==> src/rtl/usb_pad_drive_ctrl_if.sv <==
// ============================================================================
// Module : usb_pad_drive_ctrl_if
// Brief  : Serializer <-> pad-drive sequencer signal bundle.
// Rev    : 1.0 - initial release
// ============================================================================
`default_nettype none

interface usb_pad_drive_ctrl_if #(
    parameter int NUM_GROUPS = 4
);
    logic                  tx_req;
    logic                  tx_done;
    logic                  rx_active;
    logic                  tx_gnt;
    logic [NUM_GROUPS-1:0] grp_oe;
    logic                  busy;
    logic                  timeout_err;

    modport master (
        output tx_req, tx_done, rx_active,
        input  tx_gnt, grp_oe, busy, timeout_err
    );

    modport slave (
        input  tx_req, tx_done, rx_active,
        output tx_gnt, grp_oe, busy, timeout_err
    );
endinterface

`default_nettype wire

==> src/rtl/usb_pad_drive_ctrl.sv <==
// ============================================================================
// Module : usb_pad_drive_ctrl
// Brief  : Staggered output-enable sequencer for USB pad driver groups with
//          bus turnaround. Optional drive timeout: USB_PAD_DRIVE_TIMEOUT_EN.
// Rev    : 1.0 - initial release
// ============================================================================
`default_nettype none

module usb_pad_drive_ctrl #(
    parameter int NUM_GROUPS       = 4,
    parameter int STAGE_CYCLES     = 2,
    parameter int TURN_CYCLES      = 4,
    parameter int MAX_DRIVE_CYCLES = 1024
) (
    input  wire logic             clk,
    input  wire logic             rst,
    usb_pad_drive_ctrl_if.slave   bus
);

    typedef enum logic [2:0] {
        S_IDLE      = 3'd0,
        S_RAMP_UP   = 3'd1,
        S_DRIVE     = 3'd2,
        S_RAMP_DOWN = 3'd3,
        S_TURN      = 3'd4
    } state_t;

    localparam int c_CNT_MAX = (STAGE_CYCLES > TURN_CYCLES) ? STAGE_CYCLES : TURN_CYCLES;
    localparam int c_CNT_W   = $clog2(c_CNT_MAX + 1);

    localparam logic [c_CNT_W-1:0]    c_STAGE_LAST = c_CNT_W'(STAGE_CYCLES - 1);
    localparam logic [c_CNT_W-1:0]    c_TURN_LAST  = c_CNT_W'(TURN_CYCLES - 1);
    localparam logic [c_CNT_W-1:0]    c_CNT_SAT    = c_CNT_W'(c_CNT_MAX);
    localparam logic [NUM_GROUPS-1:0] c_GRP_ONE    = NUM_GROUPS'(1);

    if (NUM_GROUPS < 1 || STAGE_CYCLES < 1 || TURN_CYCLES < 1 || MAX_DRIVE_CYCLES < 1) begin : g_param_check
        $error("usb_pad_drive_ctrl: all parameters must be >= 1");
    end

    state_t                r_state;
    logic [NUM_GROUPS-1:0] r_grp;
    logic                  r_gnt;
    logic                  r_busy;
    logic                  r_timeout;
    logic [c_CNT_W-1:0]    r_cnt;

    state_t                w_state_nxt;
    logic [NUM_GROUPS-1:0] w_grp_nxt;
    logic                  w_gnt_nxt;
    logic                  w_timeout_nxt;
    logic [c_CNT_W-1:0]    w_cnt_nxt;
    logic                  w_timeout;

    // Thermometer shifts: one more group on / the highest group off.
    logic [NUM_GROUPS-1:0] w_grp_up;
    logic [NUM_GROUPS-1:0] w_grp_dn;
    logic                  w_stage_hit;
    logic                  w_can_accept;

    assign w_grp_up     = (r_grp << 1) | c_GRP_ONE;
    assign w_grp_dn     = r_grp >> 1;
    assign w_stage_hit  = (r_cnt == c_STAGE_LAST);
    assign w_can_accept = bus.tx_req && !bus.rx_active;

`ifdef USB_PAD_DRIVE_TIMEOUT_EN
    localparam int c_DCNT_W = $clog2(MAX_DRIVE_CYCLES + 1);

    logic [c_DCNT_W-1:0] r_dcnt;

    always_ff @(posedge clk or posedge rst) begin
        if (rst) begin
            r_dcnt <= '0;
        end else if (r_state == S_DRIVE && w_state_nxt == S_DRIVE) begin
            r_dcnt <= r_dcnt + c_DCNT_W'(1);
        end else begin
            r_dcnt <= '0;
        end
    end

    assign w_timeout = (r_state == S_DRIVE) && (r_dcnt == c_DCNT_W'(MAX_DRIVE_CYCLES - 1));
`else
    assign w_timeout = 1'b0;
`endif

    always_comb begin
        w_state_nxt   = r_state;
        w_grp_nxt     = r_grp;
        w_gnt_nxt     = r_gnt;
        w_timeout_nxt = 1'b0;
        case (r_state)
            S_IDLE: begin
                if (w_can_accept) begin
                    w_state_nxt = S_RAMP_UP;
                    w_grp_nxt   = c_GRP_ONE;
                end
            end
            S_RAMP_UP: begin
                // An abandoned request wins over the next stagger step.
                if (!bus.tx_req) begin
                    w_grp_nxt   = w_grp_dn;
                    w_state_nxt = (w_grp_dn == '0) ? S_TURN : S_RAMP_DOWN;
                end else if (w_stage_hit) begin
                    if (r_grp[NUM_GROUPS-1]) begin
                        w_state_nxt = S_DRIVE;
                        w_gnt_nxt   = 1'b1;
                    end else begin
                        w_grp_nxt   = w_grp_up;
                    end
                end
            end
            S_DRIVE: begin
                if (bus.tx_done || w_timeout) begin
                    w_gnt_nxt     = 1'b0;
                    w_grp_nxt     = w_grp_dn;
                    w_state_nxt   = (w_grp_dn == '0) ? S_TURN : S_RAMP_DOWN;
                    w_timeout_nxt = !bus.tx_done;
                end
            end
            S_RAMP_DOWN: begin
                if (w_stage_hit) begin
                    w_grp_nxt   = w_grp_dn;
                    w_state_nxt = (w_grp_dn == '0) ? S_TURN : S_RAMP_DOWN;
                end
            end
            S_TURN: begin
                w_grp_nxt = '0;
                w_gnt_nxt = 1'b0;
                // Turnaround expiry doubles as the first IDLE acceptance edge.
                if (r_cnt == c_TURN_LAST) begin
                    if (w_can_accept) begin
                        w_state_nxt = S_RAMP_UP;
                        w_grp_nxt   = c_GRP_ONE;
                    end else begin
                        w_state_nxt = S_IDLE;
                    end
                end
            end
            default: begin
                w_state_nxt = S_IDLE;
                w_grp_nxt   = '0;
                w_gnt_nxt   = 1'b0;
            end
        endcase

        if (w_state_nxt != r_state || w_grp_nxt != r_grp) begin
            w_cnt_nxt = '0;
        end else if (r_cnt != c_CNT_SAT) begin
            w_cnt_nxt = r_cnt + c_CNT_W'(1);
        end else begin
            w_cnt_nxt = r_cnt;
        end
    end

    always_ff @(posedge clk or posedge rst) begin
        if (rst) begin
            r_state   <= S_IDLE;
            r_grp     <= '0;
            r_gnt     <= 1'b0;
            r_busy    <= 1'b0;
            r_timeout <= 1'b0;
            r_cnt     <= '0;
        end else begin
            r_state   <= w_state_nxt;
            r_grp     <= w_grp_nxt;
            r_gnt     <= w_gnt_nxt;
            r_busy    <= (w_state_nxt != S_IDLE);
            r_timeout <= w_timeout_nxt;
            r_cnt     <= w_cnt_nxt;
        end
    end

    assign bus.tx_gnt      = r_gnt;
    assign bus.grp_oe      = r_grp;
    assign bus.busy        = r_busy;
    assign bus.timeout_err = r_timeout;

endmodule

`default_nettype wire

==> src/flat_wrapper.sv <==
// flat-port wrapper written by rule: the top's interface ports become plain ports
module usb_pad_drive_ctrl_flat 
#(
    parameter int NUM_GROUPS       = 4,
    parameter int STAGE_CYCLES     = 2,
    parameter int TURN_CYCLES      = 4,
    parameter int MAX_DRIVE_CYCLES = 1024
)
  (clk, rst, bus_tx_req, bus_tx_done, bus_rx_active, bus_tx_gnt, bus_grp_oe, bus_busy, bus_timeout_err);
  usb_pad_drive_ctrl_if #(.NUM_GROUPS(NUM_GROUPS)) bus_i ();
  input  wire logic clk;
  input  wire logic rst;
  input wire logic [$bits(bus_i.tx_req)-1:0] bus_tx_req;
  input wire logic [$bits(bus_i.tx_done)-1:0] bus_tx_done;
  input wire logic [$bits(bus_i.rx_active)-1:0] bus_rx_active;
  output wire logic [$bits(bus_i.tx_gnt)-1:0] bus_tx_gnt;
  output wire logic [$bits(bus_i.grp_oe)-1:0] bus_grp_oe;
  output wire logic [$bits(bus_i.busy)-1:0] bus_busy;
  output wire logic [$bits(bus_i.timeout_err)-1:0] bus_timeout_err;
  assign bus_i.tx_req = bus_tx_req;
  assign bus_i.tx_done = bus_tx_done;
  assign bus_i.rx_active = bus_rx_active;
  assign bus_tx_gnt = bus_i.tx_gnt;
  assign bus_grp_oe = bus_i.grp_oe;
  assign bus_busy = bus_i.busy;
  assign bus_timeout_err = bus_i.timeout_err;
  usb_pad_drive_ctrl #(.NUM_GROUPS(NUM_GROUPS), .STAGE_CYCLES(STAGE_CYCLES), .TURN_CYCLES(TURN_CYCLES), .MAX_DRIVE_CYCLES(MAX_DRIVE_CYCLES)) u_core (.clk(clk), .rst(rst), .bus(bus_i));
endmodule
==> config.mk <==
export PLATFORM = sky130hd
export DESIGN_NAME = usb_pad_drive_ctrl_flat
export DESIGN_NICKNAME = d
export VERILOG_FILES = /design/src/rtl/usb_pad_drive_ctrl_if.sv /design/src/rtl/usb_pad_drive_ctrl.sv /design/src/flat_wrapper.sv
export SDC_FILE = /design/constraint.sdc
export NUM_CORES = 1
export LEC_CHECK = 0
export BUFFER_PORTS_ARGS = -buffer_cell sky130_fd_sc_hd__clkbuf_2
export CAP_MARGIN = 20
export CORE_ASPECT_RATIO = 1.5
export CORE_UTILIZATION = 50
export DETAILED_ROUTE_END_ITERATION = 8
export HOLD_SLACK_MARGIN = 0.03
export PLACE_DENSITY = 0.76
export SLEW_MARGIN = 20
export SYNTH_ARGS = -nofsm -noshare
export SYNTH_HDL_FRONTEND = slang
export SYNTH_SLANG_ARGS = --single-unit
==> constraint.sdc <==
create_clock -name clk -period 4 [get_ports clk]
set_input_delay 0.2 -clock clk [delete_from_list [all_inputs] [get_ports clk]]
set_output_delay 0.2 -clock clk [all_outputs]
set_load 0.05 [all_outputs]
* Word-level counts from Yosys, hierarchy flattened
Index checks and enable logic that the tools add are counted.
Operators by class: reductions and logical operators 10, $add $sub $neg 1, bitwise operators 1, equality and inequality tests 13, multiplexer cells 28
Operators with widths (count):
- 3-bit 2-to-1 mux | 10
- 4-bit 2-to-1 mux | 7
- 4-bit case mux with 5 select lines | 1
- 3-bit case mux with 5 select lines | 1
- 3-bit by 2-bit == test with 1-bit output, second input constant | 3
- 1-bit 2-to-1 mux | 8
- 3-bit by 1-bit == test with 1-bit output, second input constant | 2
- 5-bit AND reduction | 1
- 4-bit logical NOT | 1
- 2-bit by 1-bit inequality test with 1-bit output, second input constant | 2
- 2-bit inequality test, second input constant | 2
- 4-bit inequality test | 1
- 3-bit by 1-bit adder with 3-bit output, second input constant | 1
- 3-bit == test, second input constant | 1
- 3-bit logical NOT | 1
- 3-bit inequality test | 1
- 3-bit inequality test, second input constant | 1
- 1-bit case mux with 3 select lines | 1
- 3-bit nonzero test | 1
- 1-bit logical NOT | 2
- 2-bit nonzero test | 1
- 2-bit OR reduction | 1
- 1-bit logical AND | 1
- 1-bit logical OR | 1
- 1-bit NOT | 1
Word-level totals: logic and storage cells 59, output and inout bits 7, bits in registers 13

* Logic depth before layout (Yosys ltp)
Gate-level depths: netlist of run 1.
depth in word-level cells 8, mapped depth 7

* Worst setup path after synthesis of run 1
No wires, ideal clock.
path kind register to register, start register u_core.r_grp[2] (netlist: u_core.bus.grp_oe[2]), end register u_core.r_busy (netlist: u_core.bus.busy), period minus slack after synthesis 1.938 ns, buffers on the path 1, arrival 1.806 ns, required time 3.869 ns, stages on the path, launching flop included 7, path slack 2.062 ns, library setup time 0.131 ns, cell sequence dfrtp_1 -> clkbuf_8 -> nor3_2 -> a221oi_1 -> a31oi_1 -> o21bai_1 -> or3_1
Between the ends: longest elaborated chain between the ends 5
Ends and longest elaborated chain:
- from (decl) | line usb_pad_drive_ctrl.sv:41 | logic [NUM_GROUPS-1:0] r_grp;
- from (signal assigned) | line usb_pad_drive_ctrl.sv:164 | r_grp <= w_grp_nxt;
- 4-bit logical NOT (*) | line usb_pad_drive_ctrl.sv:101, usb_pad_drive_ctrl.sv:115, usb_pad_drive_ctrl.sv:122
- 3-bit 2-to-1 mux (*) | line usb_pad_drive_ctrl.sv:101, usb_pad_drive_ctrl.sv:115, usb_pad_drive_ctrl.sv:122
- 3-bit 2-to-1 mux (on tied branches) | line usb_pad_drive_ctrl.sv:120, usb_pad_drive_ctrl.sv:99, usb_pad_drive_ctrl.sv:112
- 3-bit case mux with 5 select lines (*) | line usb_pad_drive_ctrl.sv:90 | case (r_state)
- via u_core.w_state_nxt[0] | line usb_pad_drive_ctrl.sv:47 | state_t w_state_nxt;
- 3-bit nonzero test (*) | line usb_pad_drive_ctrl.sv:166 | r_busy <= (w_state_nxt != S_IDLE);
- to (signal assigned) | line usb_pad_drive_ctrl.sv:166
- to (decl) | line usb_pad_drive_ctrl.sv:43 | logic r_busy;
The timed path passes the listed nets; every way through them passes the cells marked *. A chain may end at the register's enable or synchronous reset.

* Worst setup path in the final report of run 1
start register u_core.r_cnt[0], end register u_core.r_cnt[2]
Between the ends: longest elaborated chain between the ends 7
Ends and longest elaborated chain:
- from (decl) | line usb_pad_drive_ctrl.sv:45 | logic [c_CNT_W-1:0] r_cnt;
- from (signal assigned) | line usb_pad_drive_ctrl.sv:168 | r_cnt <= w_cnt_nxt;
- 3-bit by 1-bit == test with 1-bit output | line usb_pad_drive_ctrl.sv:62 | assign w_stage_hit = (r_cnt == c_STAGE_LAST);
- 4-bit 2-to-1 mux or 3-bit 2-to-1 mux (tied branches) | line usb_pad_drive_ctrl.sv:102 | end else if (w_stage_hit) begin
- 4-bit 2-to-1 mux or 3-bit 2-to-1 mux (tied branches) | line usb_pad_drive_ctrl.sv:99 | if (!bus.tx_req) begin
- 4-bit case mux with 5 select lines or 3-bit case mux with 5 select lines (tied branches) | line usb_pad_drive_ctrl.sv:90
- 4-bit inequality test or 3-bit inequality test (tied branches) | line usb_pad_drive_ctrl.sv:145 | if (w_state_nxt != r_state || w_grp_nxt != r_grp) begin
- 1-bit logical OR | line usb_pad_drive_ctrl.sv:145
- 3-bit 2-to-1 mux or 2-bit nonzero test (tied branches)
Parallel ways exist; a longest one is shown, timed or not. The select of a mux whose other input is x is not followed.

==> run_results.csv, run 1 <==
group,metric,value,unit
status,outcome,"complete, no violations",
clock_tree,root_buffer,"clkbuf_4",
timing,finClkSkew,12.5,ps
clock_tree,holdBufCountCts,1,
final_layout,insertedDiodeCount,0,
die,core-area,2030,sq um
timing,slew_violations,0,
die,die-area,2350,sq um
worst_hold_path,min_path_type,"input pin to register",
placement,dp_cells,147,
detailed_routing,vias_per_cell,6.62,
detailed_routing,first_iter_violations,41,
pwr,switchingPower,0.284,mW
yosys,synth_edf_count,0,
global_routing,grt.total_usage,25.4,%
die,die_h,58.9,microns
final_layout,utilization,56.5,%
pwr,vdd_drop_max,0.344,mV
yosys,syn_nets,133,
placement,pre_cts_ws,1780,ps
clock_tree,post_cts_buffers,0,
global_routing,grt_overflow_total,0,
timing,hold_ws,368,ps
detailed_routing,drc,0,
final_layout,fin_nets,141,
critical_path,crit_buf_inv,1,
pwr,power_density,529,nW/um^2
detailed_routing,ant_nets,0,
clock_tree,cts_tree,"yes",
clock_tree,numClockSinks,12,
pwr,cellInternalPower,0.323,mW
pwr,comb_power_share,49.9,%
detailed_routing,dr.pass1.iters,4,
timing,finalSetupViolCount,0,
critical_path,critPathMostFrequentCell,"ha_1",
yosys,synth_seq_cells,12,
yosys,synthArstFlopShare,100,%
critical_path,crit_chain,"ha_1 -> ha_1 -> inv_1 -> a2111oi_1 -> a221oi_2 -> mux2i_1 -> nor4_1",
critical_path,crit_family,"compound AO/OA/AOI/OAI gates",
detailed_routing,top_layer_used,"met4",
clock_tree,clk_latency,280,ps
pwr,p_leak,0.535,nW
clock_tree,ctsResizeCount,0,
placement,port_buffers,10,
timing,finalSetupTns,0,ps
yosys,ys_seq_area_share,27.9,%
timing,worst_slew_pin_slew,910,ps
yosys,syn-cell-area,1080,sq um
placement,hpwl,1.94,mm
timing,period_minus_slack,2300,ps
clock_tree,cts_made_buffers,3,
pwr,netSwitchingFraction,46.8,%
critical_path,path_class,"register to register",
yosys,synth_warnings,0,
global_routing,grt_pass1_vias,941,
die,start_util,53.1,%
yosys,synthCells,123,
placement,gp_congestion,0.879,
timing,max_freq,434,MHz
final_layout,multi_input_area,681,sq um
critical_path,crit_required,4180,ps
final_layout,area_growth,6.39,%
clock_tree,h-tree-depth,1,
critical_path,setup.worst_path.start_class,"register",
yosys,synthTopCellsByArea,"dfrtp_1, ha_1, nand2_1, inv_1, mux2i_1",
detailed_routing,wl_met3,146,microns
detailed_routing,routedWlPerCell,17.2,microns
pwr,pwr-share-clk,16.4,%
final_layout,seqCellArea,300,sq um
yosys,synth_common_cells,"dfrtp_1, nand2_1, inv_1, ha_1",
global_routing,antenna_found_initial,0,
final_layout,final_cell_count_no_fill,152,
timing,setup_slack,1700,ps
critical_path,worstPathMaxFanout,3,
placement,placed_area,1100,sq um
die,rows,20,
critical_path,max_stage_delay,790,ps
die,die_w,39.9,microns
global_routing,grt_max_degree,18,
global_routing,grt_pass1_wl,4.21,mm
critical_path,cp.arrival,2490,ps
timing,relSlewSlack,39.2,%
timing,period_share,57.6,%
yosys,ys_types,53,
flow_run,drv_cap,0,
yosys,dominantRegCellSynth,"dfrtp_1",
critical_path,crit_slowest_cell,"a2111oi_1",
detailed_routing,met2_length,1.34,mm
clock_tree,cts_max_path_buffers,2,
detailed_routing,wl_met1,1.05,mm
final_layout,fill_cells,183,
pwr,p_seq_share,33.7,%
critical_path,endpoint_kind,"register",
timing,rsz0062_at_grt,"no",
detailed_routing,wirelength,2.61,mm
yosys,yosysTopAreaCellShare,27.9,%
yosys,synth.avg_cell_area,8.76,sq um
yosys,yosysTopAreaCell,"dfrtp_1",
die,io-pin-count,12,
timing,hold_viol_final,0,
clock_tree,clk_pin_slew,90,ps
pwr,power.total,0.606,mW
detailed_routing,vias,1006,
final_layout,layout-drive-gt1-share,18.5,%
final_layout,stdcell_area,1150,sq um
registers in the layout, indices dropped and copies added (netlist names):
signal             flops
u_core.r_state         3
u_core.bus.busy        1
u_core.r_cnt           3
u_core.bus.grp_oe      4
u_core.bus.tx_gnt      1
power groups by stage:
stage,Combinational [mW],Clock (mW),Sequential [mW]
2_1_floorplan,0.218,0,0.218
3_3_place_gp,0.290,0,0.202
3_5_place_dp,0.297,0,0.207
4_1_cts,0.300,0.0993,0.204
5_1_grt,0.334,0.105,0.210
6_report,0.303,0.0994,0.204
cells by family (layout without fill, tap and decap cells):
family | after synthesis | count (layout) | synth area share [%]
flip-flops | 12 | 12 | 27.9
adder cells (fa/ha/maj) | 5 | 5 | 5.81
other | 1 | 1 | 0.348
AND/OR/NAND/NOR | 48 | 48 | 28.1
multiplexers | 4 | 4 | 3.72
AO/OA/AOI/OAI | 33 | 33 | 24.4
buffers and inverters | 19 | 26 | 8.94
XOR/XNOR | 1 | 1 | 0.813
path summary, 6_finish.rpt:
path	from	slack, ps	to	depth (start not counted)
hold reg to reg	u_core.bus.tx_gnt	560	u_core.bus.tx_gnt	2
hold / removal	bus_tx_done	370	u_core.bus.tx_gnt	4
max in group asynchronous	rst	3220	u_core.bus.grp_oe[3]	3
setup / recovery	u_core.r_cnt[0]	1700	u_core.r_cnt[2]	7
min in group asynchronous	rst	450	u_core.r_cnt[0]	3
setup reg to reg	u_core.r_cnt[0]	1700	u_core.r_cnt[2]	7
layout by cell type, fill, tap and decap left out, types with 2 or more instances in the layout:
cell type | Yosys | routed
nor3_1 | 3 | 3
o31ai_1 | 3 | 3
o221ai_1 | 2 | 2
and3b_1 | 2 | 2
a221oi_1 | 2 | 2
nor4_1 | 3 | 3
a31oi_1 | 3 | 3
o21ai_0 | 3 | 3
nand2_1 | 12 | 12
nand3b_1 | 3 | 3
o21bai_1 | 2 | 2
nand2b_1 | 2 | 2
clkbuf_2 | 0 | 10
dfrtp_1 | 12 | 12
mux2i_1 | 4 | 4
clkbuf_4 | 0 | 3
inv_1 | 11 | 11
nor2_1 | 4 | 4
ha_1 | 5 | 5
a21oi_1 | 4 | 4
o211ai_1 | 2 | 2
nand4_1 | 3 | 3
nor2b_1 | 3 | 3
tightest hold or removal path, stage by stage:
cell and delay (ps):
clkbuf_2 120, nand2_1 140, nand2_1 100, a21oi_1 60
metal layers:
metal  up-vias  track usage, %
li1        470               -
met1       475            32.2
met2        51            41.0
met3        10            3.77
met4         0            10.8
met5         -               0
cell type report:
cell class / count / area share, %
multi-input combinational: 92 / 59.4
tap: 22 / 2.40
inverter: 11 / 3.60
timing repair buffer: 11 / 5.24
sequential: 12 / 26.2
clock buffer: 4 / 3.17
(Power assumes the default switching activity.)
==> inputs of run 2 (changes only) <==
clock period = 2.4 ns   (was 4 ns; I/O delays follow)
==> run 2 against run 1 <==
  * Setup slack got worse by 1500 ps
  * Register-to-register slack worse by 1500 ps
  * Final area grew 2.0%
  * Die area stayed put
  * Worst hold slack got worse by 87 ps
  * Global-route usage barely moved
==> run_results.csv, run 2 (synthesis results as in run 1) <==
group,metric,value,unit
global_routing,antenna_found_initial,0,
detailed_routing,ant_nets,0,
critical_path,r2r_slack,220,ps
critical_path,crit_family,"simple AND/OR/NAND/NOR gates",
placement,port_buffers,10,
final_layout,utilization,57.7,%
timing,finalSetupTns,0,ps
final_layout,fin_nets,144,
placement,gp_congestion,0.830,
detailed_routing,vias,970,
critical_path,crit_buf_inv,1,
clock_tree,clk_latency,280,ps
final_layout,area_growth,8.48,%
die,rows,20,
timing,max_freq,458,MHz
clock_tree,root_buffer,"clkbuf_4",
placement,dp_cells,150,
critical_path,crit_required,2560,ps
global_routing,met3_usage,5.66,%
critical_path,max_stage_delay,390,ps
timing,worst_slew_pin_slew,560,ps
global_routing,use_met2,40.3,%
timing,slew_violations,0,
final_layout,insertedDiodeCount,0,
detailed_routing,drc,0,
die,die_w,39.9,microns
critical_path,worstPathMaxFanout,6,
clock_tree,cts_made_buffers,3,
die,core-area,2030,sq um
global_routing,grt.total_usage,25.4,%
clock_tree,cts_tree,"yes",
pwr,power_density,875,nW/um^2
critical_path,cp.arrival,2340,ps
final_layout,largest_register_ffs,4,
final_layout,final_cell_count_no_fill,155,
clock_tree,numClockSinks,12,
timing,period_share,91.0,%
status,outcome,"complete, no violations",
pwr,power.total,1.02,mW
critical_path,endpoint_kind,"register",
critical_path,setup.worst_path.start_class,"register",
timing,rsz0062_at_grt,"no",
die,die-area,2350,sq um
timing,relSlewSlack,62.5,%
timing,finalSetupViolCount,0,
worst_hold_path,min_path_type,"input pin to register",
timing,hold_viol_final,0,
final_layout,layout-drive-gt1-share,20.3,%
detailed_routing,first_iter_violations,37,
global_routing,grt_overflow_total,0,
clock_tree,h-tree-depth,1,
critical_path,path_class,"register to register",
placement,hpwl,1.90,mm
pwr,vdd_drop_max,0.471,mV
placement,placed_area,1120,sq um
die,die_h,58.9,microns
global_routing,grt_pass1_vias,917,
pwr,p_leak,0.551,nW
clock_tree,post_cts_buffers,0,
global_routing,grt_pass1_wl,4.11,mm
final_layout,fill_cells,192,
detailed_routing,routedWlPerCell,16.2,microns
clock_tree,ctsResizeCount,0,
final_layout,final_cell_mix,"nand2_1, dfrtp_1, inv_1",
detailed_routing,dr.pass1.iters,4,
global_routing,grt_use_met1,31.4,%
critical_path,crit_slowest_cell,"dfrtp_1",
detailed_routing,vias_per_cell,6.26,
timing,period_minus_slack,2180,ps
global_routing,gr-max-usage-layer,"met2",
die,start_util,53.1,%
timing,finClkSkew,2.26,ps
clock_tree,holdBufCountCts,1,
die,io-pin-count,12,
clock_tree,cts_max_path_buffers,2,
final_layout,stdcell_area,1170,sq um
flow_run,drv_cap,0,
global_routing,grt_max_degree,18,
critical_path,crit_chain,"inv_1 -> ha_1 -> or2b_4 -> o211ai_2 -> and2_0 -> o221ai_1 -> nor4_1",
detailed_routing,wirelength,2.51,mm
clock_tree,clk_pin_slew,80,ps
==> run 2: path summary, 6_finish.rpt <==
kind,depth (start not counted),from,to
worst max-delay path,7,u_core.r_cnt[1],u_core.r_cnt[0]
worst min-delay path,4,bus_tx_done,u_core.bus.tx_gnt
worst max register to register,7,u_core.r_cnt[1],u_core.r_cnt[0]
worst min register to register,2,u_core.bus.tx_gnt,u_core.bus.tx_gnt
max in group asynchronous,3,rst,u_core.bus.grp_oe[3]
min in group asynchronous,3,rst,u_core.bus.busy
==> run 2: area by class of cell <==
class                   instances  area, sq um  share of cell area, %
clock buffers                   4         36.3                   3.10
multi-input cells              92          681                   58.2
repair buffers                 14         82.6                   7.07
inverters                      11         41.3                   3.53
well taps                      22         27.5                   2.36
flip-flops and latches         12          300                   25.7
==> run 2: through the flow <==
| step | setup WS [ps] | hold WS, ps |
|---|---|---|
| floorplan | 462 | -15.3 |
| global placement | 316 | 138 |
| detailed placement | 205 | 138 |
| CTS | 185 | 267 |
| global route | 61.7 | 329 |
| finish | 216 | 282 |
==> run 2: power by group <==
part	leakage [nW]	switching [mW]	internal, mW
combinational	0.370	0.316	0.202
clock	0.0210	0.0749	0.0924
sequential	0.160	0.0862	0.252
==> run 2: worst reg2reg max path, stage by stage, from the launching register on <==
cell,delay (ps)
dfrtp_1,390
inv_1,90
ha_1,280
or2b_4,330
o211ai_2,260
and2_0,170
o221ai_1,170
nor4_1,380
==> run 2: per-layer routing <==
layer | vias up | share of wire (%)
li1 | 474 | -
met1 | 454 | 42
met2 | 35 | 52
met3 | 7 | 4.7
met4 | 0 | 1.7
met5 | - | 0
